<file path="config.mk">
export PLATFORM = sky130hd
export DESIGN_NAME = mux3_arbiter
export DESIGN_NICKNAME = d
export VERILOG_FILES = /design/src/rtl/mux3_arb_pkg.sv /design/src/rtl/mux3_arbiter_mux.sv /design/src/rtl/mux3_arbiter.sv
export SDC_FILE = /design/constraint.sdc
export NUM_CORES = 1
export LEC_CHECK = 0
export CORE_MARGIN = 10
export CORE_UTILIZATION = 30
export CTS_CLUSTER_SIZE = 16
export DETAILED_ROUTE_END_ITERATION = 10
export HOLD_SLACK_MARGIN = 0.05
export PLACE_DENSITY = 0.83
export SETUP_SLACK_MARGIN = 0.15
export SYNTH_ARGS = -nofsm -noshare
export SYNTH_HDL_FRONTEND = slang
export SYNTH_HIERARCHICAL = 1
export SYNTH_SLANG_ARGS = --single-unit
export TNS_END_PERCENT = 1
</file>
<file path="constraint.sdc">
create_clock -name clk -period 5.7 [get_ports clk]
set_clock_uncertainty 0.05 [all_clocks]
set_input_delay 1.14 -clock clk [delete_from_list [all_inputs] [get_ports clk]]
set_output_delay 1.14 -clock clk [all_outputs]
set_load 0.02 [all_outputs]
</file>
<file path="src/rtl/mux3_arb_pkg.sv">
// ---------------------------------------------------------------------------
// mux3_arb_pkg
// Shared definitions for the three-requester round-robin arbiter:
//   - arbState_e  : arbiter FSM encoding (IDLE, GRANT)
//   - SEL_IN00 / SEL_IN01 / SEL_IN10 : mux select codes for the datapath
//   - oneHotToSel : maps a one-hot grant vector to its mux select code
//   - pickWinner  : round-robin search starting at a priority pointer
//   - nextPtr     : increments a requester index modulo 3
// ---------------------------------------------------------------------------
package mux3_arb_pkg;

    typedef enum logic {
        IDLE  = 1'b0,
        GRANT = 1'b1
    } arbState_e;

    localparam logic [1:0] SEL_IN00 = 2'b00;
    localparam logic [1:0] SEL_IN01 = 2'b01;
    localparam logic [1:0] SEL_IN10 = 2'b10;

    // The select code doubles as the grantee index, so the arbiter reuses
    // sel wherever it needs "which requester holds the grant".
    function automatic logic [1:0] oneHotToSel(input logic [2:0] oneHot);
        logic [1:0] selCode;
        case (oneHot)
            3'b010:  selCode = SEL_IN01;
            3'b100:  selCode = SEL_IN10;
            default: selCode = SEL_IN00;
        endcase
        return selCode;
    endfunction

    function automatic logic [1:0] nextPtr(input logic [1:0] ptr);
        return (ptr == 2'd2) ? 2'd0 : ptr + 2'd1;
    endfunction

    // Walks the offsets from farthest to nearest so that the last hit, which
    // wins, is the requester closest to (or at) the pointer.
    function automatic logic [2:0] pickWinner(input logic [2:0] reqVec,
                                              input logic [1:0] ptr);
        logic [2:0] winner;
        logic [1:0] idx;
        winner = 3'b000;
        idx    = ptr;
        for (int off = 0; off < 2; off++) begin
            idx = nextPtr(idx);
        end
        for (int off = 0; off < 3; off++) begin
            if (reqVec[idx]) begin
                winner = 3'b000;
                winner[idx] = 1'b1;
            end
            idx = (idx == 2'd0) ? 2'd2 : idx - 2'd1;
        end
        return winner;
    endfunction

endpackage

</file>
<file path="src/rtl/mux3_arbiter_mux.sv">
// ---------------------------------------------------------------------------
// Mux_3_1
// The existing 32-bit (WIDTH-bit) 3:1 datapath mux shared by the arbiter.
// Ports:
//   in00, in01, in10 : data inputs selected by sel = 00 / 01 / 10
//   sel              : select code; 2'b11 yields all zeros
//   out              : selected word
// ---------------------------------------------------------------------------
module Mux_3_1
    import mux3_arb_pkg::*;
#(
    parameter int WIDTH = 32
) (
    input  logic [WIDTH-1:0] in00,
    input  logic [WIDTH-1:0] in01,
    input  logic [WIDTH-1:0] in10,
    input  logic [1:0]       sel,
    output logic [WIDTH-1:0] out
);

    // Pure combinational select; the unused code drives zero rather than
    // leaving the output undefined.
    always_comb begin
        case (sel)
            SEL_IN00: out = in00;
            SEL_IN01: out = in01;
            SEL_IN10: out = in10;
            default:  out = '0;
        endcase
    end

endmodule

</file>
<file path="src/rtl/mux3_arbiter.sv">
// ---------------------------------------------------------------------------
// mux3_arbiter
// Round-robin arbiter granting one of three requesters the shared 3:1 mux
// and presenting the selected word to a single valid/ready consumer.
// Optional feature macro: ARB_LOCK_EN (adds the lock port and a beat counter
// that lets a locked grantee keep the grant for up to MAX_LOCK beats).
// Ports:
//   clk, rst_n       : rising-edge clock, asynchronous active-low reset
//   req [2:0]        : per-requester valid word
//   in00/in01/in10   : requester data words
//   lock [2:0]       : per-requester hold-grant flag (ARB_LOCK_EN only)
//   out_ready        : consumer accepts out_data this cycle
//   out_valid        : out_data holds the grantee's word
//   out_data         : mux output for sel
//   sel [1:0]        : registered mux select
//   gnt [2:0]        : registered one-hot grant, 000 when idle
//   ack [2:0]        : one-hot accept pulse to the grantee
// ---------------------------------------------------------------------------
module mux3_arbiter
    import mux3_arb_pkg::*;
#(
    parameter int WIDTH    = 32,
    parameter int MAX_LOCK = 8
) (
    input  logic             clk,
    input  logic             rst_n,
    input  logic [2:0]       req,
    input  logic [WIDTH-1:0] in00,
    input  logic [WIDTH-1:0] in01,
    input  logic [WIDTH-1:0] in10,
`ifdef ARB_LOCK_EN
    input  logic [2:0]       lock,
`endif
    input  logic             out_ready,
    output logic             out_valid,
    output logic [WIDTH-1:0] out_data,
    output logic [1:0]       sel,
    output logic [2:0]       gnt,
    output logic [2:0]       ack
);

    if (MAX_LOCK < 1 || MAX_LOCK > 15) begin : gBadMaxLock
        $error("mux3_arbiter: MAX_LOCK must be within 1..15");
    end

    arbState_e  state_q, state_d;
    logic [2:0] gnt_q, gnt_d;
    logic [1:0] sel_q, sel_d;
    logic [1:0] ptr_q, ptr_d;
    logic       grantedReq;
    logic       accept;
    logic       lockHold;
    logic [2:0] maskedReq;
    logic [2:0] idleWinner;
    logic [2:0] rotWinner;
`ifdef ARB_LOCK_EN
    // The counter holds beats already accepted in the current grant, so the
    // accept that would make it MAX_LOCK is the one that releases the grant.
    localparam logic [3:0] LockLast = 4'(MAX_LOCK - 1);
    logic [3:0] lockCnt_q, lockCnt_d;
`endif

    Mux_3_1 #(.WIDTH(WIDTH)) uMux (
        .in00 (in00),
        .in01 (in01),
        .in10 (in10),
        .sel  (sel_q),
        .out  (out_data)
    );

    // Handshake outputs: valid tracks the grantee's request live, and ack is
    // a same-cycle function of out_ready with no register in between.
    always_comb begin
        grantedReq = |(req & gnt_q);
        out_valid  = (state_q == GRANT) && grantedReq;
        accept     = out_valid && out_ready;
        ack        = accept ? gnt_q : 3'b000;
        gnt        = gnt_q;
        sel        = sel_q;
    end

    // Next-state logic. On accept the current grantee is masked out and the
    // search restarts just after it, which is what produces the rotation and
    // forbids the same requester winning twice in a row.
    always_comb begin
        state_d    = state_q;
        gnt_d      = gnt_q;
        sel_d      = sel_q;
        ptr_d      = ptr_q;
        lockHold   = 1'b0;
        maskedReq  = req & ~gnt_q;
        idleWinner = pickWinner(req, ptr_q);
        rotWinner  = pickWinner(maskedReq, nextPtr(sel_q));
`ifdef ARB_LOCK_EN
        lockCnt_d  = lockCnt_q;
        lockHold   = (|(lock & gnt_q)) && (lockCnt_q < LockLast);
`endif

        case (state_q)
            IDLE: begin
                if (|req) begin
                    state_d = GRANT;
                    gnt_d   = idleWinner;
                    sel_d   = oneHotToSel(idleWinner);
                end
            end
            GRANT: begin
                if (accept && lockHold) begin
`ifdef ARB_LOCK_EN
                    lockCnt_d = lockCnt_q + 4'd1;
`endif
                end else if (accept) begin
                    ptr_d = nextPtr(sel_q);
`ifdef ARB_LOCK_EN
                    lockCnt_d = 4'd0;
`endif
                    if (|maskedReq) begin
                        gnt_d = rotWinner;
                        sel_d = oneHotToSel(rotWinner);
                    end else begin
                        state_d = IDLE;
                        gnt_d   = 3'b000;
                    end
                end else if (!grantedReq) begin
                    state_d = IDLE;
                    gnt_d   = 3'b000;
`ifdef ARB_LOCK_EN
                    lockCnt_d = 4'd0;
`endif
                end
            end
            default: begin
                state_d = IDLE;
                gnt_d   = 3'b000;
            end
        endcase
    end

    // State register. sel is left untouched on the way to IDLE so the mux
    // keeps pointing at the last grantee.
    always_ff @(posedge clk or negedge rst_n) begin
        if (!rst_n) begin
            state_q <= IDLE;
            gnt_q   <= 3'b000;
            sel_q   <= SEL_IN00;
            ptr_q   <= 2'd0;
        end else begin
            state_q <= state_d;
            gnt_q   <= gnt_d;
            sel_q   <= sel_d;
            ptr_q   <= ptr_d;
        end
    end

`ifdef ARB_LOCK_EN
    // Lock beat counter, cleared on reset, grant change and withdrawal.
    always_ff @(posedge clk or negedge rst_n) begin
        if (!rst_n) begin
            lockCnt_q <= 4'd0;
        end else begin
            lockCnt_q <= lockCnt_d;
        end
    end
`endif

endmodule

</file>
# Word-level counts from Yosys, hierarchy flattened
# Index checks and enable logic that the tools add are counted.
# totals
register_bits	8
latchBits	0
ramBits	0
mem_bits_ro	0
in_bits	102
output_inout_bits	41
word_cells	119
n_memories	0
# classes
n_addsub	9
multipliers	0
n_div	0
magnitude_cmp	12
n_eq_ne	14
shifts	0
muxes	57
bitwise	4
n_reduce_logical	19
# ops
operator	n
one-hot mux 32 bit (3 select lines)	1
2-to-1 mux 3 bit	11
2-to-1 mux 2 bit	12
< comparator 2 x 3 -> 1 bit, second input constant	6
2-to-1 mux 1 bit	16
binary-select mux 1 bit (select 2 bit)	6
demux 1 bit (select 2 bit)	6
greater-or-equal comparator 2 x 1 -> 1 bit, second input constant	6
one-hot mux 2 bit (2 select lines)	3
adder 2 x 1 -> 2 bit, second input constant	5
equality test 2 bit, second input constant	5
logical NOT 2 bit	5
OR reduction 3 bit	3
logical AND 1 bit	8
subtractor 2 x 1 -> 2 bit, second input constant	4
bitwise AND 3 bit	2
equality test 3 x 2 -> 1 bit, second input constant	2
equality test 3 bit, second input constant	2
one-hot mux 3 bit (2 select lines)	1
inequality test 2 x 1 -> 1 bit, second input constant	2
AND reduction 2 bit	2
inequality test 3 x 2 -> 1 bit, second input constant	1
inverter 3 bit	1
AND reduction 3 bit	1
4 further kinds	4

# Longest topological paths before layout
# depth
word_depth	20
mapped_depth	5
depth_no_buf	4

# Cells and area by module
# Netlist, hierarchy kept.
# modules_own_cells
mod	instances	cells_each	area_each_um2	seq_area_each_um2
Mux_3_1	1	77	787.0	0.0
mux3_arbiter	1	56	504.2	200.2

# Worst setup path before layout
# OpenSTA, ideal clock, no wires.
# synth_timing
path_type	input-to-output
from	input port req[0]
to	output port ack[0]
t_arrival_ns	2.228
required_ns	4.510
path_slack_ns	2.282
stages	3
path_buffers	0
path_cell_list	a222oi_1 -> nor2_2 -> and2_1
# synth_via
elab_chain_cells	5
# synth_rtl
item	line	source
start, declared	mux3_arbiter.sv:27	input logic [2:0] req,
bitwise AND 3 bit	mux3_arbiter.sv:74	grantedReq = |(req & gnt_q);
OR reduction 3 bit	mux3_arbiter.sv:74	
logical AND 1 bit	mux3_arbiter.sv:75	out_valid = (state_q == GRANT) && grantedReq;
logical AND 1 bit	mux3_arbiter.sv:76	accept = out_valid && out_ready;
2-to-1 mux 3 bit	mux3_arbiter.sv:77	ack = accept ? gnt_q : 3'b000;
end, declared	mux3_arbiter.sv:39	output logic [2:0] ack
# No other way between the ends.

# Worst setup path after layout
# layout_timing
from	input port req[0]
to	output port ack[2]
# The elaborated chain is that of the path after synthesis.

==> impl_metrics.py <==
metrics = {
    "worst_setup_path": {
        "r2r-start": "sel[1]",
        "worstPathMaxFanout": 8,
        "crit_buf_inv": 3,
        "cp.arrival_ns": 3.08,
        "cp_top_family": "buffers and inverters",
        "critPathSlowestCell": "clkdlybuf4s50_1",
        "critPathCaptureType": "output port",
        "path_cells": "clkdlybuf4s50_1, a222oi_1, buf_4, nor2_2, and2_1, clkdlybuf4s50_1",
        "cp-startpoint": "req[0]",
        "critPathLaunchType": "primary input",
        "max_stage_delay_ns": 0.54,
        "critPathMostFrequentCell": "clkdlybuf4s50_1",
        "required_ns": 4.51,
        "crit_type": "primary input to output port",
    },
    "pwr": {
        "power_mw": 1.140,
        "p_switching_mw": 0.5545,
        "power_leakage_nw": 0.9924,
        "p_per_area_nw_per_um2": 416.9,
        "intPower_mw": 0.5853,
        "ir_worst_vdd_v": 0.0002577,
        "seqPwrFrac_pct": 10.1,
        "pwr-share-comb_pct": 83.6,
        "swShare_pct": 48.64,
        "p_clk_share_pct": 6.2,
    },
    "yosys": {
        "synth_top_area_share_pct": 25.58,
        "ys_warn_count": 6,
        "synth_async_sr_flop_share_pct": 100.0,
        "synth_area_sq_um": 1291,
        "syn_avg_cell_area_sq_um": 9.709,
        "syn_inst": 133,
        "ys_top_cells_by_area": "mux2i_1, o2bb2ai_1, dfrtp_1",
        "yosys_most_used_dff": "dfrtp_1",
        "yosys.area.top_type": "mux2i_1",
        "synth.most_common_cell": "mux2i_1",
        "ys_seq_area_share_pct": 15.50,
        "synth_cell_types": 31,
        "synth_commonest_cells": "mux2i_1, o2bb2ai_1, o2bb2ai_2, buf_6, dfrtp_1",
        "synth_nets": 235,
        "synth_enable_flop_cells": 0,
        "synth-seq-cells": 8,
    },
    "floorplan": {
        "initial_core_util_pct": 31.60,
        "ioPinCount": 143,
        "core_region_area_sq_um": 4086,
        "dieWidth_microns": 85.61,
        "dieArea_sq_um": 7328,
        "rows": 23,
        "dieHeight_microns": 85.61,
    },
    "worst_hold_path": {
        "hp-class": "flip-flop to flip-flop",
        "min-delay-start": "gnt[1]",
    },
    "grt": {
        "antenna_found_initial": 0,
        "grt_max_degree": 41,
        "gr-usage-all-layers_pct": 18.01,
        "grt_pass1_vias": 1544,
        "grt_pass1_wl_mm": 10.41,
        "gr-total-overflow": 0,
    },
    "timing": {
        "finalCriticalPeriod_ns": 4.268,
        "hold_viol": 0,
        "rsz0062_at_grt": "no",
        "period_share_pct": 74.87,
        "setup_ws_ns": 1.433,
        "drv_slew": 0,
        "relSlewSlack_pct": 39.82,
        "finalSetupTns_ns": 0,
        "setup_violations": 0,
        "fmax_mhz": 234.3,
        "tightestPinTransition_ns": 0.9009,
    },
    "clock_tree": {
        "clock_latency_ns": 0.23,
        "postCtsHoldBufs": 0,
        "cts_tree": "done",
        "cts_sinks": 8,
        "cts_setup_buffers": 0,
        "clockRootBuffer": "clkbuf_8",
        "h-tree-depth": 1,
        "clk_path_buf_depth": 2,
        "cts.reportedPaths.clkPinSlew_ns": 0.04,
        "cts_made_buffers": 3,
        "cts_resized": 0,
    },
    "placed_design": {
        "dpl_worst_slack_ns": 1.457,
        "dp_hpwl_mm": 5.891,
        "gp_congestion": 0.8484,
        "port-buffer-count": 142,
    },
    "run_status": {
        "status": "complete, no violations",
    },
    "final_layout": {
        "syn_to_final_growth_pct": 111.7,
        "final_core_util_pct": 66.90,
        "diodes": 0,
        "nets": 373,
        "drive_gt1_share_pct": 7.407,
    },
    "route": {
        "drtAntennaViolNets": 0,
        "vias_per_cell": 5.128,
        "firstDrtPassIters": 4,
        "first_iter_violations": 58,
        "drc": 0,
        "vias": 1641,
        "routedWlPerCell_microns": 22.16,
        "wirelength_mm": 7.092,
    },
    "flow_run": {
        "drv_cap": 0,
    },
}
[cell usage in the layout, fill, tap and decap left out, types with 2 or more instances in the layout]
master | synthesis | routed
mux2i_1 | 33 | 33
nor2_1 | 2 | 2
nor2b_1 | 6 | 6
and2_1 | 3 | 3
nand2_1 | 6 | 6
o31ai_1 | 2 | 2
clkdlybuf4s50_1 | 0 | 142
o21ai_0 | 4 | 4
clkbuf_8 | 0 | 3
o211ai_1 | 3 | 3
o2bb2ai_1 | 23 | 23
dfrtp_1 | 8 | 7
buf_4 | 1 | 3
o22ai_1 | 3 | 3
o2bb2ai_2 | 10 | 10
nor3_1 | 2 | 2
inv_1 | 3 | 3
[worst paths after layout]
kind	to	slack, ns	cells after the start
max	ack[2]	1.43	6
min	gnt[1]	0.51	2
max reg2reg	sel[0]	3.89	5
min reg2reg	gnt[1]	0.51	2
max in group asynchronous	sel[1]	4.14	1
min in group asynchronous	gnt[1]	1.15	1
[stage by stage]
| step | instances | hold slack, ns | area (sq um) |
|---|---|---|---|
| detailed placement | 316 | 0.4973 | 2689 |
| global route | 320 | 0.5423 | 2734 |
| CTS | 320 | 0.5129 | 2734 |
| global placement | 316 | 0.4905 | 2689 |
| floorplan | 133 | 0.4462 | 1291 |
| finish | 320 | 0.5149 | 2734 |
[metal layers]
metal  vias to the layer above  global-route usage (%)  part of all wire, %
li1                        809                       -                    -
met1                       753                   21.58                   42
met2                        75                   31.27                   50
met3                         4                   5.487                  7.7
met4                         0                   2.695                 0.38
met5                         -                       0                    0
[power by group through the flow]
| stage | logic [mW] | registers (mW) | clock network, mW |
|---|---|---|---|
| after floorplan | 0.554 | 0.132 | 0 |
| after global placement | 0.952 | 0.116 | 0 |
| after detailed placement | 0.958 | 0.116 | 0 |
| after CTS | 0.961 | 0.115 | 0.0740 |
| after global routing | 1.01 | 0.121 | 0.0750 |
| final | 0.953 | 0.115 | 0.0712 |
[sequential cells by signal (all words and copies together) (netlist names)]
signal and flops:
state_q 1, ptr_q 2, sel 2, gnt 3
[layout make-up]
type	instances	area, sq um
clock buffers	4	45.04
repair buffers	145	1444
multi-input cells	110	969.7
flip-flops and latches	8	201.4
inverters	3	11.26
fillers	343	1353
well taps	50	62.56
[logic make-up after synthesis]
| family | count (synthesis) | synth area share [%] |
|---|---|---|
| AOI/OAI and AO/OA | 52 | 38.47 |
| buffers and inverters | 15 | 9.400 |
| DFF | 8 | 15.50 |
| muxes | 33 | 25.58 |
| and+or+nand+nor | 25 | 11.05 |
[worst register-to-register path, delay by kind of cell (launching register included)]
| kind | cells | cell delay [ns] |
|---|---|---|
| AOI/OAI and AO/OA | 3 | 0.63 |
| buffers and inverters | 1 | 0.33 |
| DFF | 1 | 0.41 |
| and+or+nand+nor | 1 | 0.27 |
(Power assumes the default switching activity.)
